--- config.mk ---
export PLATFORM = sky130hd
export DESIGN_NAME = y_mem_stage_flat
export DESIGN_NICKNAME = d
export VERILOG_FILES = /design/src/rtl/y_mem_pkg.sv /design/src/rtl/y_mem_stage_if.sv /design/src/rtl/y_load_align.sv /design/src/rtl/y_mem_stage.sv /design/src/flat_wrapper.sv
export SDC_FILE = /design/constraint.sdc
export NUM_CORES = 1
export LEC_CHECK = 0
export BUFFER_PORTS_ARGS = -buffer_cell sky130_fd_sc_hd__buf_2
export CORE_UTILIZATION = 55
export DETAILED_ROUTE_END_ITERATION = 8
export PLACE_DENSITY_LB_ADDON = 0.25
export SLEW_MARGIN = 20
export SYNTH_ARGS = -nofsm -noshare
export SYNTH_HDL_FRONTEND = slang
export SYNTH_SLANG_ARGS = --single-unit
--- constraint.sdc ---
create_clock -name clk -period 5.44 [get_ports clk]
set_input_delay 0 -clock clk [delete_from_list [all_inputs] [get_ports clk]]
set_output_delay 0 -clock clk [all_outputs]
set_load 0.03 [all_outputs]
--- src/rtl/y_mem_pkg.sv ---
// Shared types and constants for the y_mem_stage memory/write-back slice.
package y_mem_pkg;

  typedef enum logic [1:0] {
    S_IDLE   = 2'd0,
    S_ACCESS = 2'd1,
    S_RESP   = 2'd2
  } state_t;

  localparam logic [2:0] F3_B  = 3'b000;
  localparam logic [2:0] F3_H  = 3'b001;
  localparam logic [2:0] F3_W  = 3'b010;
  localparam logic [2:0] F3_BU = 3'b100;
  localparam logic [2:0] F3_HU = 3'b101;

  localparam logic [6:0] OP_LOAD  = 7'h03;
  localparam logic [6:0] OP_STORE = 7'h23;

  // Request context held for the whole access; lo is the naturally aligned low address.
  typedef struct packed {
    logic [31:0] a;
    logic [1:0]  lo;
    logic [2:0]  f3;
    logic        st;
  } mem_req_t;

  function automatic logic f3_legal(input logic st, input logic [2:0] f3);
    if (st) return (f3 == F3_B) || (f3 == F3_H) || (f3 == F3_W);
    return (f3 == F3_B) || (f3 == F3_H) || (f3 == F3_W) || (f3 == F3_BU) || (f3 == F3_HU);
  endfunction

  function automatic logic misaligned(input logic [2:0] f3, input logic [1:0] a);
    case (f3[1:0])
      2'b01:   return a[0];
      2'b10:   return a != 2'b00;
      default: return 1'b0;
    endcase
  endfunction

  function automatic logic [1:0] align_lo(input logic [2:0] f3, input logic [1:0] a);
    case (f3[1:0])
      2'b01:   return {a[1], 1'b0};
      2'b10:   return 2'b00;
      default: return a;
    endcase
  endfunction

endpackage

--- src/rtl/y_mem_stage_if.sv ---
// Data-memory req/ack port between y_mem_stage (master) and memory (slave).
interface y_mem_stage_if;
  logic        dm_req;
  logic        dm_we;
  logic [31:0] dm_addr;
  logic [31:0] dm_wdata;
  logic [3:0]  dm_be;
  logic [31:0] dm_rdata;
  logic        dm_ack;

  modport master (output dm_req, dm_we, dm_addr, dm_wdata, dm_be,
                  input  dm_rdata, dm_ack);
  modport slave  (input  dm_req, dm_we, dm_addr, dm_wdata, dm_be,
                  output dm_rdata, dm_ack);
endinterface

--- src/rtl/y_load_align.sv ---
// Load lane select and sign/zero extension of a 32-bit read word.
module y_load_align
  import y_mem_pkg::*;
(
  input  logic [31:0] rdata,
  input  logic [1:0]  lo,
  input  logic [2:0]  f3,
  output logic [31:0] val
);
  logic [3:0][7:0] lane;
  logic [7:0]      b;
  logic [15:0]     h;

  always_comb begin
    lane = rdata;
    b    = lane[lo];
    h    = lo[1] ? rdata[31:16] : rdata[15:0];
    case (f3)
      F3_B:    val = {{24{b[7]}}, b};
      F3_BU:   val = {24'b0, b};
      F3_H:    val = {{16{h[15]}}, h};
      F3_HU:   val = {16'b0, h};
      default: val = rdata;
    endcase
  end
endmodule

--- src/rtl/y_mem_stage.sv ---
// Memory-access / write-back stage: IDLE/ACCESS/RESP FSM over a req/ack port.
// Optional MISALIGN_TRAP_EN: trap misaligned half/word accesses instead of forcing alignment.
module y_mem_stage
  import y_mem_pkg::*;
#(
  parameter int MAX_WAIT = 15
) (
  input  logic          clk,
  input  logic          rst_n,
  input  logic          start,
  input  logic          mem_read,
  input  logic          mem_write,
  input  logic [2:0]    funct3,
  input  logic [31:0]   z,
  input  logic [31:0]   rd2,
  y_mem_stage_if.master dm,
  output logic [31:0]   wd,
  output logic          wb_valid,
  output logic          busy,
  output logic          err
);
  localparam logic [3:0] WMAX = 4'(MAX_WAIT);

  state_t      state;
  mem_req_t    req_q;
  logic [3:0]  wcnt;
  logic [31:0] rdata_q;
  logic [31:0] ld_val;

  logic        is_ld, is_st, bad;
  logic [1:0]  a_fix;
  logic [3:0]  be_n;
  logic [31:0] wdata_n;

  always_comb begin
    is_ld = mem_read & ~mem_write;
    is_st = mem_write & ~mem_read;
    a_fix = align_lo(funct3, z[1:0]);
`ifdef MISALIGN_TRAP_EN
    bad = (mem_read & mem_write) |
          ((is_ld | is_st) & (~f3_legal(is_st, funct3) | misaligned(funct3, z[1:0])));
`else
    bad = (mem_read & mem_write) | ((is_ld | is_st) & ~f3_legal(is_st, funct3));
`endif
    case (funct3[1:0])
      2'b00:   wdata_n = {4{rd2[7:0]}};
      2'b01:   wdata_n = {2{rd2[15:0]}};
      default: wdata_n = rd2;
    endcase
  end

  // Per-lane byte enable from access size and aligned low address.
  for (genvar i = 0; i < 4; i++) begin : g_be
    localparam logic [1:0] L = 2'(i);
    assign be_n[i] = (funct3[1:0] == 2'b10) |
                     ((funct3[1:0] == 2'b01) & (a_fix[1] == L[1])) |
                     ((funct3[1:0] == 2'b00) & (a_fix == L));
  end

  y_load_align u_align (
    .rdata (rdata_q),
    .lo    (req_q.lo),
    .f3    (req_q.f3),
    .val   (ld_val)
  );

  always_ff @(posedge clk) begin
    if (!rst_n) begin
      state       <= S_IDLE;
      req_q       <= '0;
      wcnt        <= '0;
      rdata_q     <= '0;
      dm.dm_req   <= 1'b0;
      dm.dm_we    <= 1'b0;
      dm.dm_addr  <= '0;
      dm.dm_wdata <= '0;
      dm.dm_be    <= '0;
      wd          <= '0;
      wb_valid    <= 1'b0;
      busy        <= 1'b0;
      err         <= 1'b0;
    end else begin
      wb_valid <= 1'b0;
      err      <= 1'b0;
      case (state)
        S_IDLE: begin
          if (start) begin
            if (bad) begin
              err <= 1'b1;
            end else if (is_ld | is_st) begin
              req_q       <= '{a: z, lo: a_fix, f3: funct3, st: is_st};
              dm.dm_req   <= 1'b1;
              dm.dm_we    <= is_st;
              dm.dm_addr  <= {z[31:2], 2'b00};
              dm.dm_wdata <= wdata_n;
              dm.dm_be    <= be_n;
              busy        <= 1'b1;
              wcnt        <= '0;
              state       <= S_ACCESS;
            end else begin
              wd       <= z;
              wb_valid <= 1'b1;
            end
          end
        end
        S_ACCESS: begin
          // An ack on the last allowed cycle still completes the access.
          if (dm.dm_ack) begin
            rdata_q   <= dm.dm_rdata;
            dm.dm_req <= 1'b0;
            state     <= S_RESP;
          end else if (wcnt == WMAX) begin
            dm.dm_req <= 1'b0;
            err       <= 1'b1;
            busy      <= 1'b0;
            state     <= S_IDLE;
          end else begin
            wcnt <= wcnt + 4'd1;
          end
        end
        S_RESP: begin
          wd       <= req_q.st ? req_q.a : ld_val;
          wb_valid <= 1'b1;
          busy     <= 1'b0;
          state    <= S_IDLE;
        end
        default: state <= S_IDLE;
      endcase
    end
  end
endmodule

--- src/flat_wrapper.sv ---
// flat-port wrapper written by rule: the top's interface ports become plain ports
module y_mem_stage_flat import y_mem_pkg::*;
#(
  parameter int MAX_WAIT = 15
)
  (clk, rst_n, start, mem_read, mem_write, funct3, z, rd2, wd, wb_valid, busy, err, dm_dm_req, dm_dm_we, dm_dm_addr, dm_dm_wdata, dm_dm_be, dm_dm_rdata, dm_dm_ack);
  y_mem_stage_if dm_i ();
  input  logic clk;
  input  logic rst_n;
  input  logic start;
  input  logic mem_read;
  input  logic mem_write;
  input  logic [2:0] funct3;
  input  logic [31:0] z;
  input  logic [31:0] rd2;
  output logic [31:0] wd;
  output logic wb_valid;
  output logic busy;
  output logic err;
  output wire logic [$bits(dm_i.dm_req)-1:0] dm_dm_req;
  output wire logic [$bits(dm_i.dm_we)-1:0] dm_dm_we;
  output wire logic [$bits(dm_i.dm_addr)-1:0] dm_dm_addr;
  output wire logic [$bits(dm_i.dm_wdata)-1:0] dm_dm_wdata;
  output wire logic [$bits(dm_i.dm_be)-1:0] dm_dm_be;
  input wire logic [$bits(dm_i.dm_rdata)-1:0] dm_dm_rdata;
  input wire logic [$bits(dm_i.dm_ack)-1:0] dm_dm_ack;
  assign dm_dm_req = dm_i.dm_req;
  assign dm_dm_we = dm_i.dm_we;
  assign dm_dm_addr = dm_i.dm_addr;
  assign dm_dm_wdata = dm_i.dm_wdata;
  assign dm_dm_be = dm_i.dm_be;
  assign dm_i.dm_rdata = dm_dm_rdata;
  assign dm_i.dm_ack = dm_dm_ack;
  y_mem_stage #(.MAX_WAIT(MAX_WAIT)) u_core (.clk(clk), .rst_n(rst_n), .start(start), .mem_read(mem_read), .mem_write(mem_write), .funct3(funct3), .z(z), .rd2(rd2), .dm(dm_i), .wd(wd), .wb_valid(wb_valid), .busy(busy), .err(err));
endmodule
# Yosys cells after proc, flatten, opt, wreduce, memory -nomap -nowiden
# Cells that the tools add are included.
# totals
in_bits	105
ff_bits	178
output_inout_bits	105
mem_count	0
mem_bits_rw	0
wordCells	125
latch_bits	0
romBits	0
# op_classes
shift	0
n_mul	0
bitwise_logic	23
addsub	1
n_eq_ne	23
n_reduce_logical	19
div	0
muxes	43
order_cmp	1
# op_table
op	count
32-bit 2-to-1 mux	4
32-bit case mux with 2 select lines	2
32-bit case mux with 4 select lines	1
4-bit 2-to-1 mux	5
8-bit binary-select mux with 2-bit select	1
1-bit 2-to-1 mux	16
16-bit 2-to-1 mux	1
3-bit equality test, second input constant	4
4-bit AND reduction	3
6-bit AND reduction	2
1-bit bitwise AND	10
2-bit 2-to-1 mux	5
2-bit != test, second input constant	5
2-bit equality test, second input constant	4
8-bit 2-to-1 mux	1
1-bit OR	8
2-bit case mux with 2 select lines	2
4-bit case mux with 2 select lines	1
2-bit by 1-bit equality test with 1-bit output, second input constant	3
3-bit by 1-bit equality test with 1-bit output, second input constant	2
2-bit zero test	3
3-bit zero test	2
1-bit case mux with 2 select lines	3
1-bit inverter	5
12 further kinds	17

# Longest topological paths before layout
# Gate-level depths: netlist of the first run.
# depth
word_depth	12
ltp_mapped	10
depth_no_buf	7

# Modules after synthesis
# From an unflattened synthesis of the first run, not the netlist that was laid out.
# unflattened
hier_cells	930
hier_area_um2	7294.5
# by_module_without_submodules
mod	seq_area_each_um2	area_per_inst_um2	cells_each	instances
y_mem_stage	2962.8	6666.4	821	1
y_load_align	0.0	628.1	109	1

# Worst setup path after synthesis of the first run
# Ideal clock, no wire load.
# synth_path
path_kind	flip-flop to flip-flop
startpoint	register u_core.state[1]
endpoint	register u_core.wd[6]
path_buffers	2
required_time_ns	5.345
path_stages_with_launch	8
arrival_ns	1.740
setup_slack_ns	3.605
synth_period_minus_slack_ns	1.835
cell_sequence	dfxtp_1 > inv_1 > ha_1 > clkbuf_1 > mux2i_1 > clkbuf_1 > nand2_1 > a221oi_1
# synth_via
elab_chain_len	3
word_cells_on_any_way	8
# synth_lines
element	line_no	source
from (decl)	y_mem_stage.sv:24	state_t state;
from (signal assigned)	y_mem_stage.sv:69	state <= S_IDLE;
from (signal assigned)	y_mem_stage.sv:99	state <= S_ACCESS;
from (signal assigned)	y_mem_stage.sv:111	state <= S_RESP;
2-bit zero test or 2-bit equality test (tied branches)	y_mem_stage.sv:85	case (state)
2-bit != test (no line) or 2-bit nonzero test (tied branches)	-	
4-bit AND reduction (no line)	-	
to (signal assigned)	y_mem_stage.sv:101	wd <= z;
to (signal assigned)	y_mem_stage.sv:122	wd <= req_q.st ? req_q.a : ld_val;
to (decl)	y_mem_stage.sv:17	output logic [31:0] wd,
# Several ways; a longest one is shown, not always the timed one.
# A chain may end at the register's enable or synchronous reset.

# Final worst setup path of the first run
# layout_path
startpoint	input funct3[1]
endpoint	register u_core.dm.dm_wdata[18]
# layout_via
elab_chain_len	11
word_cells_on_any_way	19
# layout_lines
element	line_no	source
from (decl)	flat_wrapper.sv:13	input logic [2:0] funct3;
3-bit by 1-bit equality test with 1-bit output or 3-bit zero test (tied branches)	y_mem_pkg.sv:28, y_mem_pkg.sv:29	
1-bit logical OR (2 in series)	y_mem_pkg.sv:28, y_mem_pkg.sv:29	
1-bit logical OR (2 in series)	y_mem_pkg.sv:29	return (f3 == F3_B) || (f3 == F3_H) || (f3 == F3_W) || (f3 == F3_BU) || (f3 == F3_HU);
1-bit 2-to-1 mux	y_mem_pkg.sv:29	
1-bit inverter	y_mem_stage.sv:43	bad = (mem_read & mem_write) | ((is_ld | is_st) & ~f3_legal(is_st, funct3));
1-bit bitwise AND	y_mem_stage.sv:43	
1-bit OR	y_mem_stage.sv:43	
1-bit inverter (no line)	-	
4-bit AND reduction (no line)	-	
to (signal assigned)	y_mem_stage.sv:95	dm.dm_wdata <= wdata_n;
to (decl)	y_mem_stage_if.sv:11	modport master (output dm_req, dm_we, dm_addr, dm_wdata, dm_be,
# Several ways; a longest one is shown, not always the timed one. The select of a mux whose other input is x is not followed.

==> results.toml, run 1 <==
[synthesis]
synth_top_area_cell = "dfxtp_1"
netlist_area_mm2 = 0.00745
syn_area_per_cell_um2 = 7.98
synth_warnings = 0
synth_cell_types = 62
synth_seq_area_share_pct = 39.8
synth_seq_cells = 148
synthDominantCellAreaShare_pct = 39.8
yosysMostFrequentCell = "nand2_1"
async_flop_share_pct = 0
synth_edf_count = 0
synth_area_leaders = "dfxtp_1, nand2_1, a21oi_1"
yosys-top-cells-count = "nand2_1, dfxtp_1, a21oi_1"
syn_inst = 933
ys.flop_type = "dfxtp_1"

[critical_path]
startpoint = "funct3[1]"
cp.arrival_ps = 3870
required_ps = 5800
r2r_start = "u_core.state[0]"
crit_type = "input pin to flop"
crit_path_end = "u_core.dm.dm_wdata[18]"
cp_max_fo = 94
reg2reg_to = "u_core.dm.dm_wdata[18]"
critPathLaunchType = "input pin"
endpoint_kind = "flop"
reg2regPathDepth = 6
rrSetupSlack_ps = 2170

[place]
placed_area_mm2 = 0.00816
place_congestion = 0.921
place_hpwl_um = 14200
port-buffer-count = 207
dpl_worst_slack_ps = 2710

[sta]
finalWorstSetupSlack_ps = 1930
max_slew_margin_pct = 22.6
fin_crit_sh_pct = 64.5
fin_tns_setup_ps = 0
hold_ws_ps = 47.2
fmax_ghz = 0.285
final-hold-violation-count = 0
finalSetupViolations = 0
finalClockSkew_ps = 8.36
slew_viol_final = 0
worst_pin_slew_ps = 1160
grt_setup_unrepaired = "false"
fin_crit_ps = 3510

[clock_tree]
cts_tree = "done"
hold_buffers = 102
postCtsSetupRepairBufs = 0
cts_inserted_buffers = 17
h-tree-depth = 4
root_buffer = "clkbuf_16"
path_clk_slew_ps = 60
clock_path_buffers = 2
ctsResizeCount = 0
cts_sinks = 148
insertion_delay_ps = 430

[global_routing]
grt_use_total_pct = 32.5
grt_overflow = 0
grt_pass1_vias = 7282
antenna_found_initial = 2
grt_max_degree = 95
grt_first_pass_wirelength_um = 36200

[cells_and_area]
drive_gt1_share_pct = 24.6
fillCellCount = 1010
fin_nets = 1269
stdcell_area_mm2 = 0.00980
syn_to_final_growth_pct = 31.6

[hold_path]
hp-class = "input pin to flop"
hold_depth = 4

[floorplanning]
core_mm2 = 0.0132
io_pins = 210
fp-row-count = 42
start_util_pct = 56.2
die_area_mm2 = 0.0140
die_y_um = 118
die_x_um = 118

[drt]
ant_nets = 0
vias = 7806
vias_per_cell = 5.80
drtPass1Iterations = 5
drc = 0
drt_wl_total_um = 23000
drt-wirelength-per-cell_um = 17.1
drt_iter0_markers = 791

[run]
cap_viol_max_count = 0

[power_and_ir_drop]
p_per_area_mw_per_mm2 = 287
netSwitchingFraction_pct = 27.1
max-vdd-ir-drop_mv = 0.186
pwr-share-seq_pct = 41.3
clock_power_share_pct = 42.3
switchingPower_mw = 0.764
combPwrFrac_pct = 16.4
p_leak_nw = 4.18
internal_power_mw = 2.05

[run_status]
status = "completed"
==> layer usage <==
layer	vias to the layer above	global-route usage (%)	wire length, µm
met5	-	0	0
met4	0	18.0	913
met3	79	6.18	1460
met2	362	51.1	10500
met1	3677	42.0	10100
li1	3688	-	-
==> power groups by stage <==
| stage | Combinational [mW] | Sequential (mW) | Clock (mW) |
|---|---|---|---|
| after floorplan | 0.218 | 1.24 | 0 |
| after global placement | 0.386 | 1.18 | 0 |
| after detailed placement | 0.392 | 1.19 | 0 |
| after CTS | 0.451 | 1.16 | 1.19 |
| after global routing | 0.495 | 1.17 | 1.24 |
| final | 0.463 | 1.16 | 1.19 |
==> cell families (layout without fill, tap and decap cells) <==
| group | count (synthesis) | after routing | synth area share [%] |
|---|---|---|---|
| and+or+nand+nor | 297 | 297 | 17.1 |
| buffers and inverters | 153 | 386 | 10.2 |
| AOI/OAI and AO/OA | 314 | 314 | 29.8 |
| other | 1 | 5 | 0.0503 |
| muxes | 10 | 10 | 1.38 |
| DFF | 148 | 148 | 39.8 |
| adders and majority gates | 10 | 10 | 1.68 |
==> registers in the layout, indices dropped and copies added, names as in the netlist <==
signal / cells
u_core.dm.dm_be: 4
u_core.req_q: 36
u_core.state: 2
u_core.wcnt: 4
u_core.wb_valid: 1
u_core.err: 1
u_core.busy: 1
u_core.dm.dm_we: 1
u_core.dm.dm_req: 1
u_core.wd: 32
u_core.dm.dm_addr: 1
u_core.dm.dm_wdata: 32
u_core.rdata_q: 32
==> area by class of cell <==
cell class,instances,area (µm²),share of cell area [%]
Clock inverter,11,133,1.35
Timing Repair Buffer,314,2090,21.4
Clock buffer,21,460,4.70
Inverter,40,151,1.54
Multi-Input combinational cell,633,3770,38.5
Sequential cell,148,2960,30.2
Tap cell,176,220,2.25
Antenna cell,3,7.51,0.0766
==> critical path, cell delays in order <==
cell,delay (ps)
dlygate4sd3_1,560
buf_2,160
inv_1,90
ha_1,630
or3_4,280
o211a_1,180
and2_4,880
nor2_1,170
a311oi_2,310
dlygate4sd3_1,610
==> how the worst min path moves through the flow <==
stage                               start            endpoint  slack, ps
after floorplan                      z[0]     u_core.req_q[6]        140
after global placement    dm_dm_rdata[15]  u_core.rdata_q[15]        240
after detailed placement   dm_dm_rdata[1]   u_core.rdata_q[1]        250
after CTS                       mem_write     u_core.dm.dm_we         50
after global routing            mem_write     u_core.dm.dm_we         70
final                           mem_write     u_core.dm.dm_we         50
==> layout by cell type (no fill, tap or decap), types with 4 or more instances in the layout <==
cell type and instances:
o311a_1 7, o21ai_0 41, clkbuf_16 17, nor2_1 38, buf_2 207, o221ai_2 4
a2bb2oi_1 5, dlygate4sd3_1 102, a31o_2 6, inv_1 38, a211oi_2 9, nand2_1 200
a21oi_1 135, nor3b_1 4, dfxtp_1 147, a221oi_1 7, clkinv_2 8, ha_1 9
a211oi_1 12, nor3_1 11, a22o_1 15, nand3_1 5, a311oi_1 8, o211a_1 18
nand3b_1 9, nand2b_1 6, a311oi_2 7, mux2i_1 7, o221ai_1 14, nor2b_1 9
buf_4 5
==> per-stage QoR <==
stage / utilization [%] / instances / total power, mW
after CTS: 73.8 / 1343 / 2.81
after global routing: 74.0 / 1345 / 2.91
final: 74.0 / 1346 / 2.82
after detailed placement: 61.6 / 1209 / 1.58
after global placement: 61.6 / 1209 / 1.57
after floorplan: - / 934 / 1.46
Note: power is estimated with default switching activity, not from simulation.
==> run 2: changes to the inputs <==
Settings changed: ABC_AREA from default to 1, CORE_UTILIZATION 55 to 53.
Clock period 5.44 ns to 3.5 ns, I/O delays scaled along.
==> results.toml, run 2 <==
[clock_tree]
path_clk_slew_ps = 60
ctsResizeCount = 0
cts_sinks = 148
hold_buffers = 101
cts_tree = "done"
cts_inserted_buffers = 17
root_buffer = "clkbuf_16"
h-tree-depth = 4
postCtsSetupRepairBufs = 0
clock_path_buffers = 2
insertion_delay_ps = 430

[run]
cap_viol_max_count = 0

[synthesis]
syn_area_per_cell_um2 = 6.55
yosys-top-cells-count = "nand2_1, a21oi_1, dfxtp_1"
synth_area_leaders = "dfxtp_1, nand2_1, a21oi_1"
synth_edf_count = 0
ys.flop_type = "dfxtp_1"
synth_seq_cells = 148
async_flop_share_pct = 0
synth_top_area_cell = "dfxtp_1"
yosysMostFrequentCell = "nand2_1"
synth_cell_types = 31
synth_warnings = 0
netlist_area_mm2 = 0.00770
synth_seq_area_share_pct = 38.5
syn_inst = 1177
synthDominantCellAreaShare_pct = 38.5

[cells_and_area]
layout_commonest_cell = "nand2_1"
drive_gt1_share_pct = 18.8
register_area_mm2 = 0.00296
top_register = "u_core.req_q"
diodes = 0
fillCellCount = 1135
layout_common_cells = "nand2_1, buf_2, a21oi_1, dfxtp_1, inv_1"
fin_nets = 1523
multiInputGateArea_mm2 = 0.00360
syn_to_final_growth_pct = 30.2
largest_reg_flops = 36
fin_cells = 1601

[drt]
vias = 8740
vias_per_cell = 5.46
drt_iter0_markers = 809
drc = 0
drtPass1Iterations = 6
ant_nets = 0
drt_wl_total_um = 25100
drt-wirelength-per-cell_um = 15.7

[global_routing]
antenna_found_initial = 0
grt_first_pass_wirelength_um = 39500
grt_pass1_vias = 8230
grt_overflow = 0
grt_use_total_pct = 34.0
grt_max_degree = 80

[hold_path]
holdPathEnd = "u_core.wb_valid"
hold_depth = 5
hp-class = "input pin to flop"
worst_hold_startpoint = "mem_write"

[power_and_ir_drop]
switchingPower_mw = 2.03
max-vdd-ir-drop_mv = 0.407
p_per_area_mw_per_mm2 = 544
clock_power_share_pct = 31.6
internal_power_mw = 3.43
p_leak_nw = 5.01
combPwrFrac_pct = 31.9
netSwitchingFraction_pct = 37.2
pwr-share-seq_pct = 36.6

[floorplanning]
start_util_pct = 54.9
io_pins = 210
core_mm2 = 0.0140
die_x_um = 123
die_y_um = 123
die_area_mm2 = 0.0150
fp-row-count = 43

[place]
place_hpwl_um = 16000
post-place-cells = 1468
port-buffer-count = 207
place_congestion = 0.949

[critical_path]
reg2regPathDepth = 8
cp.arrival_ps = 3020
cpMostUsedCell = "nand2_1"
max_stage_delay_ps = 580
crit_chain = "inv_1 > ha_1 > inv_2 > a21oi_4 > nand3_4 > nand2_1 > nand2_1 > nor2_1"
reg2reg_to = "u_core.wd[25]"
cp_max_fo = 54
worst_path_max_delay_cell = "a21oi_4"
rrSetupSlack_ps = 840
r2r_start = "u_core.state[0]"
critPathLaunchType = "flop"
required_ps = 3860
crit_type = "flop to flop"
endpoint_kind = "flop"

[sta]
final-hold-violation-count = 0
fin_crit_sh_pct = 76.1
fmax_ghz = 0.376
worst_pin_slew_ps = 1150
finalSetupViolations = 0
fin_crit_ps = 2660
grt_setup_unrepaired = "false"
max_slew_margin_pct = 23.5
fin_tns_setup_ps = 0
slew_viol_final = 0
finalClockSkew_ps = 9.84

[run_status]
status = "completed"
[run 2: cell count changes after synthesis, moves of 23 or more]
cell     change
nor2_1      +75
o21ai_0     +70
nand2_1     +55
inv_1      +108
nand4_1     +23
nand3_1     +37
a21oi_1     +36
[run 2: cell type report]
| cell class | count | share of cell area, % |
|---|---|---|
| clock inverter | 13 | 1.10 |
| sequential | 148 | 29.5 |
| clock buffer | 19 | 4.42 |
| timing repair buffer | 316 | 21.1 |
| tap | 180 | 2.24 |
| inverter | 151 | 5.65 |
| multi-input combinational | 774 | 35.9 |
[run 2: layer usage]
metal,global-route usage (%),part of all wire [%],vias up
met5,0,0,-
met2,59.2,48,481
met1,38.7,39,3959
li1,-,-,4187
met3,7.16,7.5,113
met4,18.8,5.2,0
[run 2: cells by family (layout without fill, tap and decap cells)]
kind of cell / Yosys count / count (layout) / share of synthesized area, %
buffers and inverters: 256 / 499 / 14.8
other: 1 / 2 / 0.0487
XOR/XNOR: 2 / 2 / 0.227
AND/OR/NAND/NOR: 463 / 463 / 25.1
adder cells (fa/ha/maj): 10 / 10 / 1.62
flip-flops: 148 / 148 / 38.5
AO/OA/AOI/OAI: 297 / 297 / 19.8
[run 2: critical path, delay by kind of cell, from the launching register on]
family                     cells  cell delay (ps)
AOI/OAI and AO/OA              1              580
adders and majority gates      1              370
buffers and inverters          2              510
DFF                            1              320
and+or+nand+nor                4              790
[run 2: worst max path at each step]
stage,start,cells past startpoint,endpoint,slack [ps]
after floorplan,u_core.state[0],10,u_core.wd[19],1840
after global placement,u_core.state[0],7,u_core.wd[6],980
after detailed placement,u_core.state[0],8,u_core.wd[2],890
after CTS,u_core.state[0],8,u_core.wd[25],830
after global routing,u_core.state[0],8,u_core.wd[29],520
final,u_core.state[0],8,u_core.wd[25],840
[run 2: power groups by stage]
| stage | sequential (mW) | clock (mW) | combinational (mW) |
|---|---|---|---|
| CTS | 1.99 | 1.73 | 1.71 |
| detailed placement | 2.02 | 0 | 1.61 |
| global route | 2.01 | 1.82 | 1.92 |
| global placement | 2.02 | 0 | 1.59 |
| floorplan | 2.25 | 0 | 0.996 |
| finish | 2.00 | 1.72 | 1.74 |
[run 2: per-stage QoR]
stage | utilization (%) | hold WS, ps | instance area, µm² | worst slack, ps | power, mW
CTS | 71.4 | 114 | 10000 | 829 | 5.43
detailed placement | 60.3 | 266 | 8470 | 886 | 3.64
global route | 71.4 | 130 | 10000 | 524 | 5.75
global placement | 60.3 | 252 | 8470 | 979 | 3.61
finish | 71.4 | 118 | 10000 | 838 | 5.46
floorplan | - | 144 | 7710 | 1840 | 3.25
